## config.mk

```make
export PLATFORM = sky130hd
export DESIGN_NAME = pc_unit
export DESIGN_NICKNAME = d
export VERILOG_FILES = /design/src/rtl/pc_unit.sv
export SDC_FILE = /design/constraint.sdc
export NUM_CORES = 1
export LEC_CHECK = 0
export BUFFER_PORTS_ARGS = -buffer_cell sky130_fd_sc_hd__buf_2
export CAP_MARGIN = 20
export CORE_MARGIN = 3
export CORE_UTILIZATION = 49
export DETAILED_ROUTE_END_ITERATION = 10
export PLACE_DENSITY = 0.84
export SLEW_MARGIN = 10
export SYNTH_ARGS = -nofsm -noshare
export SYNTH_HDL_FRONTEND = slang
export SYNTH_SLANG_ARGS = --single-unit
```

## constraint.sdc

```tcl
create_clock -name clk -period 7.5 [get_ports clk]
set_clock_uncertainty 0.2 [all_clocks]
set_input_delay 0.75 -clock clk [delete_from_list [all_inputs] [get_ports clk]]
set_output_delay 0.75 -clock clk [all_outputs]
set_load 0.005 [all_outputs]
```

## src/rtl/pc_unit.sv

```systemverilog
// Program counter for a single-cycle core: BOOT/RUN/HALT sequencing with branch and jump redirect.
// Define PC_PERF_CNT_EN to build the saturating redirect counter behind taken_cnt.
module pc_unit #(
    parameter logic [31:0] RESET_VEC = 32'h0000_0000
) (
    input  logic        clk,
    input  logic        rst_n,
    input  logic        Branch,
    input  logic        Jump,
    input  logic        Bne,
    input  logic        Zero,
    input  logic [31:0] imm_sext,
    input  logic [25:0] jaddr,
    input  logic        stall,
    input  logic        halt,
    output logic [31:0] pc,
    output logic [31:0] pc_plus4,
    output logic        fetch_valid,
    output logic        halted,
    output logic [31:0] taken_cnt
);

    typedef enum logic [1:0] {
        ST_BOOT = 2'd0,
        ST_RUN  = 2'd1,
        ST_HALT = 2'd2
    } state_t;

    state_t      r_state;
    state_t      w_state_nxt;
    logic [31:0] r_pc;
    logic [31:0] w_pc_nxt;
    logic [31:0] w_pc_plus4;
    logic [31:0] w_br_tgt;
    logic [31:0] w_j_tgt;
    logic        w_branch_taken;

    assign w_pc_plus4     = r_pc + 32'd4;
    assign w_br_tgt       = w_pc_plus4 + (imm_sext << 2);
    assign w_j_tgt        = {w_pc_plus4[31:28], jaddr, 2'b00};
    // control_single raises Branch alongside Jump, so Jump must mask the branch decision
    assign w_branch_taken = Branch & ~Jump & (Bne ? ~Zero : Zero);

    always_comb begin
        w_state_nxt = r_state;
        w_pc_nxt    = r_pc;
        case (r_state)
            ST_BOOT: begin
                // The boot slot consumes RESET_VEC; RUN begins at the following word
                w_state_nxt = ST_RUN;
                w_pc_nxt    = w_pc_plus4;
            end
            ST_RUN: begin
                if (halt) begin
                    w_state_nxt = ST_HALT;
                end else if (!stall) begin
                    if (Jump) begin
                        w_pc_nxt = w_j_tgt;
                    end else if (w_branch_taken) begin
                        w_pc_nxt = w_br_tgt;
                    end else begin
                        w_pc_nxt = w_pc_plus4;
                    end
                end
            end
            default: begin
                w_state_nxt = r_state;
                w_pc_nxt    = r_pc;
            end
        endcase
    end

    always_ff @(posedge clk or negedge rst_n) begin
        if (!rst_n) begin
            r_state <= ST_BOOT;
            r_pc    <= RESET_VEC;
        end else begin
            r_state <= w_state_nxt;
            r_pc    <= w_pc_nxt;
        end
    end

    assign pc          = r_pc;
    assign pc_plus4    = w_pc_plus4;
    assign fetch_valid = (r_state == ST_RUN);
    assign halted      = (r_state == ST_HALT);

`ifdef PC_PERF_CNT_EN
    logic [31:0] r_taken_cnt;
    logic        w_redirect;

    assign w_redirect = (r_state == ST_RUN) & ~halt & ~stall & (Jump | w_branch_taken);

    always_ff @(posedge clk or negedge rst_n) begin
        if (!rst_n) begin
            r_taken_cnt <= 32'h0000_0000;
        end else if (w_redirect && (r_taken_cnt != 32'hFFFF_FFFF)) begin
            r_taken_cnt <= r_taken_cnt + 32'd1;
        end
    end

    assign taken_cnt = r_taken_cnt;
`else
    assign taken_cnt = 32'h0000_0000;
`endif

endmodule

```

# Yosys cells after proc, flatten, opt, wreduce, memory -nomap -nowiden

Cells that the tools add are included.

Bitwise operators: 4
Equal/unequal tests: 5
$add $sub $neg: 2
Muxes and demuxes: 8
Reduce and logical (&&, ||, !) cells: 4

Operator list:

| cell                  | count |
|---|---|
| $mux 32               | 4 |
| $pmux 32 s2           | 1 |
| $add 32x3->32 const B | 1 |
| $add 32x32->32        | 1 |
| $ne 2x2->1 const B    | 3 |
| $pmux 2 s2            | 1 |
| $reduce_and 3->1      | 1 |
| $and 1x1->1           | 2 |
| $eq 2x1->1 const B    | 1 |
| $eq 2x2->1 const B    | 1 |
| $logic_not 2->1       | 1 |
| $mux 2                | 1 |
| $not 1->1             | 2 |
| $reduce_and 2->1      | 1 |
| $reduce_bool 2->1     | 1 |
| $mux 1                | 1 |

Register bits: 34

# Longest topological paths before layout

Depth in word-level cells: 8
Depth in mapped cells: 17
Mapped depth without buffers: 15

# Least setup slack after synthesis

No wires, ideal clock.

Path type: register to register
Start point: register r_pc[5], in the netlist pc[5]
End point: register r_pc[31], in the netlist pc[31]
Path slack: 3.599 ns
Data arrival time: 3.581 ns
Data required time: 7.180 ns
Stages on the path, launching flop included: 18
Cells stage by stage: dfrtp_1 buf_2 and4_1 nand3_1 nor3_2 and2_1 buf_2 xor2_1 ha_1 clkbuf_1 a211oi_1 o21bai_1 a21o_1 a21oi_1 o21ai_2 or3_1 a31o_1 a31o_1

Word-level cells in the longest chain between the ends: 7

RTL lines:

| element                  | line | source |
|---|---|---|
| start: declaration       | 31   | `logic [31:0] r_pc;` |
| start signal: assignment | 79   | `r_pc <= w_pc_nxt;` |
| $add 32x3->32            | 38   | `assign w_pc_plus4 = r_pc + 32'd4;` |
| net pc_plus4[24]         | 17   | `output logic [31:0] pc_plus4,` |
| $add 32x32->32           | 39   | `assign w_br_tgt = w_pc_plus4 + (imm_sext << 2);` |
| $mux 32                  | 59   | `end else if (w_branch_taken) begin` |
| $mux 32                  | 57   | `if (Jump) begin` |
| $mux 32                  | 56   | `end else if (!stall) begin` |
| $mux 32                  | 54   | `if (halt) begin` |
| $pmux 32 s2              | 47   | `case (r_state)` |

The timed path passes the listed nets, and every way through them passes these cells. The select of a mux whose other input is x is not followed.
A chain may end at the register's enable or synchronous reset.

# Worst setup path in the final report

Start point: register r_pc[5], in the netlist pc[5]
End point: register r_pc[31], in the netlist pc[31]

Word-level cells in the longest chain between the ends: 7

RTL lines:

| element           | line |
|---|---|
| $add 32x3->32 (*) | 38 |
| $add 32x32->32    | 39 |
| $mux 32           | 59 |
| $mux 32           | 57 |
| $mux 32           | 56 |
| $mux 32           | 54 |
| $pmux 32 s2 (*)   | 47 |

Every way passes the cells marked *; elsewhere a longest branch is shown, timed or not. The select of a mux whose other input is x is not followed.

==> results.ini <==
[global_routing]
grt-busiest-layer = met2
grt_pass1_wl_mm = 22.2
gr-usage-met2_pct = 45.4
grt_overflow = 0
first_global_vias = 4558
grt_antenna_before_repair = 0
grt_usage_pct = 27.3
use_met3_pct = 3.82
groute.layer.met1.usage_pct = 35.8
grt_max_degree = 33

[detailed_routing]
drcViolationCount = 0
antenna_left = 0
wl_per_cell_um = 18.0
drt-pass1-iter-count = 5
route.vias.total = 4767
drt_wl_total_mm = 14.0
drt-initial-drc-count = 445
vias_per_cell = 6.14

[die]
rows = 33
initial_utilization_pct = 51.2
die_area_um2 = 9820
die_y_um = 99.1
ios = 164
core_area_um2 = 8300
die_w_um = 99.1

[yosys]
synth_area_per_cell_um2 = 7.55
synth_cells = 562
ys_seq_area_share_pct = 18.9
synth-edff-count = 0
synth_area_um2 = 4250
synthArstFlopShare_pct = 100
synth_seq_cells = 32
synth.top_cells.by_area = dfrtp_1 19%, ha_1 11%, xnor2_1 6.8%
synth-main-ff-cell = dfrtp_1
ys_warn_count = 0
netlist.area_leader.share_pct = 18.9
synthDistinctLibCells = 60
synth_area_leader_cell = dfrtp_1

[timing]
finalSetupViolations = 0
fin_tns_setup_ps = 0
hold_viol = 0
slew_viol_final = 0
rsz0062_at_grt = false
slew_headroom_pct = 48.4
final.period_utilization_pct = 58.1
fmax_mhz = 230
tightest_slew_ps = 775
fin_crit_ps = 4360

[place]
gp_congestion = 0.911
numPortBuffers = 125
post-place-cells = 768
dp_hpwl_mm = 10.8

[final_layout]
finalNetCount = 773
final_cell_mix = 125 x buf_2, 48 x nand2_1, 48 x nor2_1, 41 x a21oi_1
final_common_cell = buf_2
diodes = 0
final_cell_count_no_fill = 776
area_growth_pct = 15.2
drive_gt1_share_pct = 21.2

[setup_path]
cp-start-kind = flip-flop
critPathRequiredTime_ps = 7480
arrival_ps = 4330
path_max_fanout = 8
end_kind = flip-flop
crit_type = reg -> reg

[power]
vdd_drop_max_v = 0.0000907
powerDensity_nw_per_um2 = 228
leakagePower_nw = 2.25

[run_status]
outcome = complete, no violations

[clock_tree]
clock_latency_ps = 290
cts_buffers = 5
cts-hold-fix-buffers = 0
cts_tree = built
ctsResizeCount = 0
cts.sinks = 32
clock_path_buffers = 2
root_buffer = clkbuf_8
post_cts_buffers = 0
ctsHtreeMaxLevel = 2
path_clk_slew_ps = 80

[run]
maxCapViolCount = 0

[min_path]
holdCritPathClass = in -> async

## metal layers
| layer | vias to the layer above | share of wire, % |
|---|---|---|
| li1 | 2208 | - |
| met1 | 2215 | 39 |
| met2 | 303 | 48 |
| met3 | 41 | 10 |
| met4 | 0 | 2.9 |
| met5 | - | 0 |
## cell usage after synthesis (all sizes together), types with 2 or more instances
| library cell | instances |
|---|---|
| and3 | 9 |
| nor2 | 48 |
| a21o | 7 |
| a31oi | 10 |
| nor2b | 11 |
| ha | 36 |
| o21a | 3 |
| inv | 11 |
| a221oi | 4 |
| clkbuf | 23 |
| and4 | 5 |
| nand4 | 16 |
| buf | 39 |
| xor2 | 20 |
| nand3 | 24 |
| nor3b | 2 |
| xnor2 | 33 |
| nand2b | 5 |
| nor3 | 14 |
| o41ai | 2 |
| o22ai | 8 |
| o221ai | 8 |
| o21bai | 8 |
| and2 | 5 |
| o32ai | 2 |
| nand2 | 49 |
| o211ai | 2 |
| a21oi | 41 |
| o21ai | 40 |
| a22o | 2 |
| a22oi | 8 |
| a211oi | 4 |
| dfrtp | 32 |
| a31o | 3 |
| or3 | 3 |
| o31ai | 6 |
| a221o | 4 |
## layout make-up
class / instances / area, um2
Fill cell: 789 / 3410
Multi-Input combinational cell: 492 / 3160
Sequential cell: 32 / 801
Timing Repair Buffer: 128 / 648
Tap cell: 105 / 131
Clock buffer: 6 / 72.6
Inverter: 11 / 41.3
Clock inverter: 2 / 35.0
## where the power goes
group | switching, mW | internal, mW | leakage (nW) | total [mW]
registers | 0.0608 | 0.209 | 0.381 | 0.269
logic | 0.392 | 0.286 | 1.82 | 0.677
clock network | 0.0712 | 0.0987 | 0.0552 | 0.170
total | 0.523 | 0.593 | 2.25 | 1.12
## worst max-delay path, stage by stage (launching register included)
cell      delay (ps)
dfrtp_1          500
and4_1           320
nand3_1          190
nor3_2           300
and2_1           300
xor2_1           340
ha_1             390
a211oi_1         280
o21bai_1         150
a21o_1           200
a21oi_1          170
o21ai_2           90
or3_1            360
a31o_1           230
a31o_1           210
## kinds of logic (layout without fill, tap and decap cells)
kind of cell,count (synthesis),after routing,synth area share (%)
adder cells (fa/ha/maj),37,37,11.1
flip-flops,32,32,18.9
XOR/XNOR,53,53,10.9
buffers and inverters,73,147,9.73
other,1,36,0.0883
AND/OR/NAND/NOR,196,196,22.8
AO/OA/AOI/OAI,170,170,26.5
## flip-flops by register name, indices dropped and copies added, names as in the netlist
signal,flops
r_state,2
pc,30
## worst paths after layout
check	start	end	slack [ps]	cells after the start
setup / recovery	pc[5]	pc[31]	3140	14
hold / removal	rst_n	pc[5]	340	1
setup reg to reg	pc[5]	pc[31]	3140	14
hold reg to reg	pc[3]	pc[3]	370	2
max in group asynchronous	rst_n	pc[9]	6270	1
min in group clk	pc[3]	pc[3]	370	2
## stage by stage
step | setup WS, ps | cell area (um2) | power, mW | hold WS (ps) | utilization, %
6_report | 3140 | 4890 | 1.12 | 336 | 58.9
3_5_place_dp | 3300 | 4780 | 0.928 | 356 | 57.7
3_3_place_gp | 3320 | 4780 | 0.908 | 328 | 57.7
2_1_floorplan | 3600 | 4380 | 0.726 | 254 | -
5_1_grt | 2860 | 4890 | 1.20 | 384 | 58.9
4_1_cts | 3250 | 4890 | 1.10 | 361 | 58.9
Note: power is estimated with default switching activity, not from simulation.
